## src/rtl/board_click_ctl_if.sv

```systemverilog
// Memory-side bus between a board click controller and its board_mem write/read port.
interface board_click_ctl_if #(
    parameter int unsigned ADDR_WIDTH = 8
);
    logic [ADDR_WIDTH-1:0] mem_addr;
    logic [1:0]            mem_wdata;
    logic                  mem_we;
    logic [1:0]            mem_rdata;

    // Controller side drives address/data/strobe and receives read data
    modport master (
        output mem_addr,
        output mem_wdata,
        output mem_we,
        input  mem_rdata
    );

    // Memory side
    modport slave (
        input  mem_addr,
        input  mem_wdata,
        input  mem_we,
        output mem_rdata
    );
endinterface

```

## src/rtl/board_click_ctl.sv

```systemverilog
// Converts mouse clicks on one game grid into board_mem cell writes:
// PLACE toggles ship cells within a budget, SHOOT records miss/hit,
// and a clear pulse sweeps the whole board back to empty.
module board_click_ctl #(
    parameter int unsigned X_POS        = 100,
    parameter int unsigned Y_POS        = 200,
    parameter int unsigned CELL_SHIFT   = 5,
    parameter int unsigned X_SIZE       = 12,
    parameter int unsigned Y_SIZE       = 12,
    parameter int unsigned X_ADDR_WIDTH = 4,
    parameter int unsigned Y_ADDR_WIDTH = 4,
    parameter int unsigned MAX_SHIPS    = 20
) (
    input  logic                    clk,
    input  logic                    rst,
    input  logic                    enable,
    input  logic                    mode,
    input  logic                    clear,
    input  logic [11:0]             mouse_x,
    input  logic [11:0]             mouse_y,
    input  logic                    mouse_left,
    board_click_ctl_if.master       mem,
    output logic [7:0]              ship_count,
    output logic                    shot_valid,
    output logic                    shot_hit,
    output logic                    busy
);

    localparam int unsigned XA   = X_ADDR_WIDTH;
    localparam int unsigned YA   = Y_ADDR_WIDTH;
    localparam int unsigned DW   = 13;
    localparam int unsigned CNTW = 8;

    localparam logic [2:0] S_IDLE   = 3'd0;
    localparam logic [2:0] S_CALC   = 3'd1;
    localparam logic [2:0] S_READ   = 3'd2;
    localparam logic [2:0] S_DECIDE = 3'd3;
    localparam logic [2:0] S_WRITE  = 3'd4;
    localparam logic [2:0] S_CLEAR  = 3'd5;

    localparam logic [1:0] CELL_EMPTY = 2'b00;
    localparam logic [1:0] CELL_SHIP  = 2'b01;
    localparam logic [1:0] CELL_MISS  = 2'b10;
    localparam logic [1:0] CELL_HIT   = 2'b11;

    logic            sync1_q, sync2_q, prev_q, click_q;
    logic [2:0]      state_q, state_d;
    logic [XA-1:0]   x_idx_q, x_idx_d;
    logic [YA-1:0]   y_idx_q, y_idx_d;
    logic            mode_q, mode_d;
    logic            inc_q, inc_d, dec_q, dec_d;
    logic            we_q, we_d;
    logic [1:0]      wdata_q, wdata_d;
    logic            shot_valid_q, shot_valid_d;
    logic            shot_hit_q, shot_hit_d;
    logic            busy_q, busy_d;
    logic [CNTW-1:0] count_q, count_d;

    logic [DW-1:0]   dx_c, dy_c;
    logic            in_grid_c;
    logic            sweep_last_c;

    // Pointer offset from the grid origin; bit 12 is the sign
    assign dx_c = DW'(mouse_x) - DW'(X_POS);
    assign dy_c = DW'(mouse_y) - DW'(Y_POS);
    assign in_grid_c = ~dx_c[DW-1] && ~dy_c[DW-1]
                    && ((dx_c >> CELL_SHIFT) < DW'(X_SIZE))
                    && ((dy_c >> CELL_SHIFT) < DW'(Y_SIZE));
    assign sweep_last_c = (x_idx_q == XA'(X_SIZE - 1)) && (y_idx_q == YA'(Y_SIZE - 1));

    assign mem.mem_addr  = {y_idx_q, x_idx_q};
    assign mem.mem_wdata = wdata_q;
    assign mem.mem_we    = we_q;
    assign ship_count    = count_q;
    assign shot_valid    = shot_valid_q;
    assign shot_hit      = shot_hit_q;
    assign busy          = busy_q;

    // Two-flop synchroniser on the button plus registered rising-edge detect
    always_ff @(posedge clk or posedge rst) begin
        if (rst) begin
            sync1_q <= 1'b0;
            sync2_q <= 1'b0;
            prev_q  <= 1'b0;
            click_q <= 1'b0;
        end else begin
            sync1_q <= mouse_left;
            sync2_q <= sync1_q;
            prev_q  <= sync2_q;
            click_q <= sync2_q & ~prev_q;
        end
    end

    // Next-state and registered-output logic; clear overrides everything
    always_comb begin
        state_d      = state_q;
        x_idx_d      = x_idx_q;
        y_idx_d      = y_idx_q;
        mode_d       = mode_q;
        inc_d        = 1'b0;
        dec_d        = 1'b0;
        we_d         = 1'b0;
        wdata_d      = CELL_EMPTY;
        shot_valid_d = 1'b0;
        shot_hit_d   = 1'b0;
        count_d      = count_q;

        case (state_q)
            S_IDLE: begin
                if (click_q && enable) begin
                    state_d = S_CALC;
                end
            end
            S_CALC: begin
                mode_d = mode;
                if (enable && in_grid_c) begin
                    x_idx_d = XA'(dx_c >> CELL_SHIFT);
                    y_idx_d = YA'(dy_c >> CELL_SHIFT);
                    state_d = S_READ;
                end else begin
                    state_d = S_IDLE;
                end
            end
            S_READ: begin
                state_d = S_DECIDE;
            end
            S_DECIDE: begin
                state_d = S_WRITE;
                if (!mode_q) begin
                    if (mem.mem_rdata == CELL_EMPTY && count_q < CNTW'(MAX_SHIPS)) begin
                        we_d    = 1'b1;
                        wdata_d = CELL_SHIP;
                        inc_d   = 1'b1;
                    end else if (mem.mem_rdata == CELL_SHIP) begin
                        we_d    = 1'b1;
                        wdata_d = CELL_EMPTY;
                        dec_d   = 1'b1;
                    end
                end else begin
                    if (mem.mem_rdata == CELL_EMPTY) begin
                        we_d         = 1'b1;
                        wdata_d      = CELL_MISS;
                        shot_valid_d = 1'b1;
                    end else if (mem.mem_rdata == CELL_SHIP) begin
                        we_d         = 1'b1;
                        wdata_d      = CELL_HIT;
                        shot_valid_d = 1'b1;
                        shot_hit_d   = 1'b1;
                    end
                end
            end
            S_WRITE: begin
                state_d = S_IDLE;
                if (inc_q) begin
                    count_d = count_q + CNTW'(1);
                end else if (dec_q) begin
                    count_d = count_q - CNTW'(1);
                end
            end
            S_CLEAR: begin
                if (sweep_last_c) begin
                    state_d = S_IDLE;
                    count_d = '0;
                end else begin
                    we_d = 1'b1;
                    if (x_idx_q == XA'(X_SIZE - 1)) begin
                        x_idx_d = '0;
                        y_idx_d = y_idx_q + YA'(1);
                    end else begin
                        x_idx_d = x_idx_q + XA'(1);
                    end
                end
            end
            default: begin
                state_d = S_IDLE;
            end
        endcase

        if (clear) begin
            state_d      = S_CLEAR;
            x_idx_d      = '0;
            y_idx_d      = '0;
            we_d         = 1'b1;
            wdata_d      = CELL_EMPTY;
            shot_valid_d = 1'b0;
            shot_hit_d   = 1'b0;
            inc_d        = 1'b0;
            dec_d        = 1'b0;
        end

        busy_d = (state_d != S_IDLE);
    end

    // State and output registers
    always_ff @(posedge clk or posedge rst) begin
        if (rst) begin
            state_q      <= S_IDLE;
            x_idx_q      <= '0;
            y_idx_q      <= '0;
            mode_q       <= 1'b0;
            inc_q        <= 1'b0;
            dec_q        <= 1'b0;
            we_q         <= 1'b0;
            wdata_q      <= CELL_EMPTY;
            shot_valid_q <= 1'b0;
            shot_hit_q   <= 1'b0;
            busy_q       <= 1'b0;
            count_q      <= '0;
        end else begin
            state_q      <= state_d;
            x_idx_q      <= x_idx_d;
            y_idx_q      <= y_idx_d;
            mode_q       <= mode_d;
            inc_q        <= inc_d;
            dec_q        <= dec_d;
            we_q         <= we_d;
            wdata_q      <= wdata_d;
            shot_valid_q <= shot_valid_d;
            shot_hit_q   <= shot_hit_d;
            busy_q       <= busy_d;
            count_q      <= count_d;
        end
    end

endmodule

```

## src/flat_wrapper.sv

```systemverilog
// flat-port wrapper written by rule: the top's interface ports become plain ports
module board_click_ctl_flat 
#(
    parameter int unsigned X_POS        = 100,
    parameter int unsigned Y_POS        = 200,
    parameter int unsigned CELL_SHIFT   = 5,
    parameter int unsigned X_SIZE       = 12,
    parameter int unsigned Y_SIZE       = 12,
    parameter int unsigned X_ADDR_WIDTH = 4,
    parameter int unsigned Y_ADDR_WIDTH = 4,
    parameter int unsigned MAX_SHIPS    = 20
)
  (clk, rst, enable, mode, clear, mouse_x, mouse_y, mouse_left, ship_count, shot_valid, shot_hit, busy, mem_mem_addr, mem_mem_wdata, mem_mem_we, mem_mem_rdata);
  board_click_ctl_if #(.ADDR_WIDTH(8)) mem_i ();
  input  logic clk;
  input  logic rst;
  input  logic enable;
  input  logic mode;
  input  logic clear;
  input  logic [11:0] mouse_x;
  input  logic [11:0] mouse_y;
  input  logic mouse_left;
  output logic [7:0] ship_count;
  output logic shot_valid;
  output logic shot_hit;
  output logic busy;
  output wire logic [$bits(mem_i.mem_addr)-1:0] mem_mem_addr;
  output wire logic [$bits(mem_i.mem_wdata)-1:0] mem_mem_wdata;
  output wire logic [$bits(mem_i.mem_we)-1:0] mem_mem_we;
  input wire logic [$bits(mem_i.mem_rdata)-1:0] mem_mem_rdata;
  assign mem_mem_addr = mem_i.mem_addr;
  assign mem_mem_wdata = mem_i.mem_wdata;
  assign mem_mem_we = mem_i.mem_we;
  assign mem_i.mem_rdata = mem_mem_rdata;
  board_click_ctl #(.X_POS(X_POS), .Y_POS(Y_POS), .CELL_SHIFT(CELL_SHIFT), .X_SIZE(X_SIZE), .Y_SIZE(Y_SIZE), .X_ADDR_WIDTH(X_ADDR_WIDTH), .Y_ADDR_WIDTH(Y_ADDR_WIDTH), .MAX_SHIPS(MAX_SHIPS)) u_core (.clk(clk), .rst(rst), .enable(enable), .mode(mode), .clear(clear), .mouse_x(mouse_x), .mouse_y(mouse_y), .mouse_left(mouse_left), .mem(mem_i), .ship_count(ship_count), .shot_valid(shot_valid), .shot_hit(shot_hit), .busy(busy));
endmodule
```

## config.mk

```make
export PLATFORM = sky130hd
export DESIGN_NAME = board_click_ctl_flat
export DESIGN_NICKNAME = d
export VERILOG_FILES = /design/src/rtl/board_click_ctl_if.sv /design/src/rtl/board_click_ctl.sv /design/src/flat_wrapper.sv
export SDC_FILE = /design/constraint.sdc
export NUM_CORES = 1
export LEC_CHECK = 0
export ABC_AREA = 1
export BUFFER_PORTS_ARGS = -buffer_cell sky130_fd_sc_hd__buf_2
export CAP_MARGIN = 20
export CORE_ASPECT_RATIO = 1.2
export CORE_MARGIN = 2
export CORE_UTILIZATION = 45
export CTS_CLUSTER_DIAMETER = 50
export DETAILED_ROUTE_END_ITERATION = 8
export HOLD_SLACK_MARGIN = 0.1
export PLACE_DENSITY = 0.73
export REMOVE_ABC_BUFFERS = 1
export SLEW_MARGIN = 20
export SYNTH_ARGS = -nofsm -noshare
export SYNTH_HDL_FRONTEND = slang
export SYNTH_SLANG_ARGS = --single-unit
```

## constraint.sdc

```tcl
create_clock -name clk -period 1.94 [get_ports clk]
set_input_delay 0.291 -clock clk [delete_from_list [all_inputs] [get_ports clk]]
set_output_delay 0.291 -clock clk [all_outputs]
set_load 0.03 [all_outputs]
```

After elaboration in Yosys (flattened, before gate mapping)
Index checks and enable logic that the tools add are counted.
{ "word_totals": {"ff_bits": 32} }
{ "classes": {"n_addsub": 6, "n_lt_le_gt_ge": 3, "n_mux": 47, "bitwise_logic": 4, "eq_ne": 13, "reduce_logical": 15} }
{ "op_table": {"columns": ["cell", "count"], "rows": [
  ["4-bit 2-to-1 mux", 8],
  ["8-bit 2-to-1 mux", 3],
  ["1-bit 2-to-1 mux", 22],
  ["8-bit by 4-bit less-than comparator with 1-bit output, second input constant", 2],
  ["4-bit one-hot mux with 2 select lines", 2],
  ["8-bit one-hot mux with 2 select lines", 1],
  ["3-bit one-hot mux with 5 select lines", 1],
  ["12-bit by 7-bit subtractor with 13-bit output, second input constant", 1],
  ["12-bit by 8-bit subtractor with 13-bit output, second input constant", 1],
  ["2-bit 2-to-1 mux", 6],
  ["3-bit 2-to-1 mux", 3],
  ["4-bit by 1-bit adder with 4-bit output, second input constant", 2],
  ["8-bit by 1-bit adder with 8-bit output, second input constant", 1],
  ["4-bit == test, second input constant", 2],
  ["8-bit by 5-bit less-than comparator with 1-bit output, second input constant", 1],
  ["8-bit by 1-bit subtractor with 8-bit output, second input constant", 1],
  ["1-bit logical AND", 7],
  ["3-bit by 2-bit == test with 1-bit output, second input constant", 2],
  ["3-bit == test, second input constant", 2],
  ["3-bit by 2-bit != test with 1-bit output, second input constant", 2],
  ["3-bit AND reduction", 2],
  ["3-bit nonzero test", 2],
  ["4-bit AND reduction", 1],
  ["3-bit by 1-bit == test with 1-bit output, second input constant", 1],
  ["other kinds (10)", 12]
]} }

Longest topological paths before layout
{ "logic_depth": {"word_depth": 10, "ltp_mapped": 11} }

Worst setup path after synthesis
OpenSTA, ideal clock, no wires.
{ "synth_timing": {"path_kind": "register -> register", "startpoint": "register u_core.x_idx_q[0]", "endpoint": "register u_core.count_q[1], in the netlist u_core.ship_count[1]", "stages_incl_launch_ff": 8, "n_path_buf": 0, "setup_ns": 0.121, "arrival_ns": 1.623, "period_less_slack_ns": 1.744, "slack_ns": 0.196, "path_cell_list": "dfrtp_1 ha_1 nand2_1 nor2_2 nand3_1 nand3_1 nand3_1 a22o_1"} }
{ "synth_between": {"elab_chain_len": 4} }
{ "synth_lines": {"columns": ["item", "line_no", "source"], "rows": [
  ["start: declaration", "board_click_ctl.sv:48", "logic [XA-1:0] x_idx_q, x_idx_d;"],
  ["start signal: assignment", "board_click_ctl.sv:211", "x_idx_q <= x_idx_d;"],
  ["4-bit == test", "board_click_ctl.sv:69", "assign sweep_last_c = (x_idx_q == XA'(X_SIZE - 1)) && (y_idx_q == YA'(Y_SIZE - 1));"],
  ["1-bit logical AND", "board_click_ctl.sv:69", null],
  ["2-bit by 1-bit != test with 1-bit output (no source line)", null, null],
  ["3-bit AND reduction (no source line)", null, null],
  ["end signal: assignment", "board_click_ctl.sv:221", "count_q <= count_d;"],
  ["end: declaration", "board_click_ctl.sv:57", "logic [CNTW-1:0] count_q, count_d;"]
]} }
Every way passes these cells.
A chain may end at the register's enable or synchronous reset.

Worst setup path after layout
{ "layout_timing": {"startpoint": "register u_core.x_idx_q[1]", "endpoint": "register u_core.count_q[1], in the netlist u_core.ship_count[1]"} }
The elaborated chain is that of the path after synthesis.

==> impl_metrics.py <==
metrics = {
    "route": {
        "avgRoutedWirePerCell_um": 11.2,
        "first_pass_iters": 4,
        "initialDrtViolationCount": 55,
        "num_vias": 1842,
        "ant_nets": 0,
        "drc": 0,
        "avgViaCountPerCell": 4.94,
        "wirelength_mm": 4.17,
    },
    "power_and_ir_drop": {
        "fin_total_pwr_mw": 2.45,
        "cellPowerDensity_nw_per_um2": 1030,
        "leakage_nw": 1.32,
        "vdd_drop_max_mv": 0.715,
    },
    "logic_synthesis": {
        "synth.distinct_cells": 33,
        "synth_edf_count": 0,
        "ys.warnings.count": 0,
        "synth_cells": 256,
        "synthFlopType": "dfrtp_1",
        "synth_area_leaders": "dfrtp_1 40%, nand2_1 13%, nand3_1 8.5%",
        "ys_seq_area_share_pct": 39.9,
        "synth-async-reset-ratio_pct": 100,
        "synth_top_area_share_pct": 39.9,
        "avgSynthCellArea_um2": 7.59,
        "synth-seq-cells": 31,
        "synth_top_area_cell": "dfrtp_1",
        "synth.cell_area_um2": 1940,
    },
    "sta": {
        "fin_tns_setup_ns": 0,
        "hold_violations": 0,
        "timing.fmax_mhz": 562,
        "clock_skew_ns": 0.00864,
        "setup_viol": 0,
        "rsz0062_at_grt": "no",
        "layout_min_cycle_time_ns": 1.78,
        "finalCritPeriodShare_pct": 91.6,
        "max_slew_margin_pct": 74.5,
        "finalMaxSlewViolations": 0,
        "worst_pin_slew_ns": 0.382,
    },
    "clock_tree": {
        "cts_tree": "built",
        "root_buffer": "clkbuf_8",
        "clockBufferDepth": 2,
        "clock_latency_ns": 0.28,
        "cts_buffers": 5,
        "cts_sinks": 31,
        "clkSlewWorstSetupHoldPaths_ns": 0.06,
        "cts_max_level": 2,
    },
    "floorplanning": {
        "start_util_pct": 46.3,
        "num_rows": 26,
        "chipWidth_um": 64.0,
        "die_h_um": 76.0,
        "fp.coreArea_um2": 4200,
        "io_pins": 54,
        "dieArea_um2": 4860,
    },
    "hold_path": {
        "min_to": "u_core.sync1_q",
        "hold_path.class": "input port to register",
        "worstHoldPathCells": 1,
        "hp-start": "mouse_left",
    },
    "layout": {
        "nets": 357,
        "drive_above_1_share_pct": 25.2,
        "area_growth_pct": 22.2,
        "fillCellCount": 405,
        "antenna_cells": 0,
    },
    "global_routing": {
        "grt_usage_pct": 18.1,
        "antenna_found_initial": 0,
        "grtUsageMet3_pct": 3.71,
        "grt_use_met2_pct": 29.8,
        "grt_max_degree": 32,
        "grt_util_met1_pct": 22.9,
        "grt_pass1_vias": 1720,
        "busiest_layer": "met2",
        "grt_pass1_wl_mm": 7.07,
        "grt_remaining_overflow": 0,
    },
    "worst_setup_path": {
        "critPathKind": "register to register",
        "cpLargestDelayFamily": "simple AND/OR/NAND/NOR gates",
        "crit_start": "u_core.x_idx_q[1]",
        "ff2ff_setup_slack_ns": 0.16,
        "max_stage_delay_ns": 0.40,
        "rr_endpoint": "u_core.ship_count[1]",
        "worstPathCellList": "ha_1 -> nand2_1 -> nor2_2 -> nand3_1 -> nand3_1 -> nand3_1 -> a22o_1",
        "end_kind": "register",
        "path_buf_inv": 0,
        "critPathMaxFanout": 8,
        "cp_common_cell": "nand3_1",
        "worst_path_max_delay_cell": "dfrtp_1",
        "crit-reg2reg-launch": "u_core.x_idx_q[1]",
        "critical_path_required_ns": 2.11,
        "cp-start-kind": "register",
        "arrival_ns": 1.95,
        "r2r_cells": 7,
    },
    "place": {
        "hpwl_mm": 3.30,
        "place_congestion": 0.844,
        "io_buffer_count": 48,
    },
    "flow_run": {
        "maxCapViolations": 0,
    },
    "run_status": {
        "status": "completed",
    },
}
placed cells by master, fill, tap and decap left out, types with 5 or more instances in the layout:
| master | synthesis | layout |
|---|---|---|
| a21oi_1 | 9 | 9 |
| buf_2 | 0 | 48 |
| buf_4 | 1 | 5 |
| clkbuf_8 | 0 | 5 |
| dfrtp_1 | 31 | 31 |
| ha_1 | 8 | 8 |
| inv_1 | 29 | 28 |
| nand2_1 | 68 | 68 |
| nand2_2 | 6 | 6 |
| nand3_1 | 33 | 33 |
| nor2_1 | 20 | 20 |
| o21ai_0 | 10 | 10 |
| xnor2_1 | 5 | 5 |
sequential cells by signal, summed over array words and instances (netlist names):
name / flops
u_core.busy: 1
u_core.click_q: 1
u_core.dec_q: 1
u_core.inc_q: 1
u_core.mem.mem_wdata: 1
u_core.mem.mem_we: 1
u_core.mode_q: 1
u_core.prev_q: 1
u_core.ship_count: 8
u_core.shot_hit: 1
u_core.shot_valid: 1
u_core.state_q: 3
u_core.sync1_q: 1
u_core.sync2_q: 1
u_core.x_idx_q: 4
u_core.y_idx_q: 4
cell type report:
| type | instances | area [um2] | share of cell area (%) |
|---|---|---|---|
| clock buffers | 7 | 76.3 | 3.22 |
| multi-input cells | 192 | 1040 | 43.8 |
| flip-flops and latches | 31 | 776 | 32.7 |
| inverters | 32 | 120 | 5.06 |
| well taps | 56 | 70.1 | 2.95 |
| clock inverters | 1 | 5.00 | 0.211 |
| repair buffers | 54 | 288 | 12.1 |
timing repair:
action	4_1_cts	5_1_grt
endpoints found under the hold margin	31	0
gates resized for setup	0	1
setup endpoints to repair	0	3
hold buffers	1	0
buffers inserted	0	2
synth_stat cells (2+ instances only):
library cell  number
nor3_1             3
o31ai_1            3
nand2_2            6
inv_1             29
nor2_2             4
nor2_1            20
o22ai_1            3
o21ai_1            2
inv_2              2
a21oi_1            9
nand3_1           33
ha_1               8
nand2_1           68
xor2_1             4
dfrtp_1           31
xnor2_1            5
o21ai_0           10
per-layer routing:
| metal | part of all wire, % | vias up |
|---|---|---|
| li1 | - | 956 |
| met1 | 45 | 836 |
| met2 | 49 | 44 |
| met3 | 4.7 | 6 |
| met4 | 1.2 | 0 |
| met5 | 0 | - |
power by group:
group	leakage, nW	switching (mW)	internal (mW)
combinational	0.882	0.674	0.399
sequential	0.396	0.138	0.764
clock	0.0422	0.219	0.251
per-stage QoR:
step / worst slack, ns / area [um2] / hold WS (ns) / cells / util [%]
6_report: 0.162 / 2370 / 0.124 / 373 / 56.6
5_1_grt: 0.00605 / 2370 / 0.112 / 373 / 56.6
4_1_cts: 0.132 / 2360 / 0.116 / 371 / 56.2
3_5_place_dp: 0.146 / 2270 / 0.338 / 362 / 54.0
3_3_place_gp: 0.168 / 2270 / 0.334 / 362 / 54.0
2_1_floorplan: 0.196 / 1930 / 0.322 / 255 / -
worst register-to-register path: stages (launching register included):
cell and delay [ns]:
dfrtp_1 0.40, ha_1 0.21, nand2_1 0.11, nor2_2 0.15, nand3_1 0.10, nand3_1 0.12
nand3_1 0.27, a22o_1 0.32
worst max path at each step:
stage,end,slack (ns),depth (start not counted)
floorplan,u_core.ship_count[1],0.20,7
global placement,u_core.ship_count[5],0.17,10
detailed placement,u_core.ship_count[5],0.15,10
CTS,u_core.ship_count[6],0.13,9
global route,u_core.ship_count[2],0.006,8
finish,u_core.ship_count[1],0.16,7
cell families (layout without fill, tap and decap cells):
group	count (synthesis)	after routing	share of synthesized area, %
compound gates	31	31	9.79
xor+xnor	9	9	4.06
fa+ha+maj	9	9	6.19
buf+inv	33	94	6.57
flops	31	31	39.9
mux	1	1	0.580
simple gates	142	142	32.9
(Power assumes the default switching activity.)
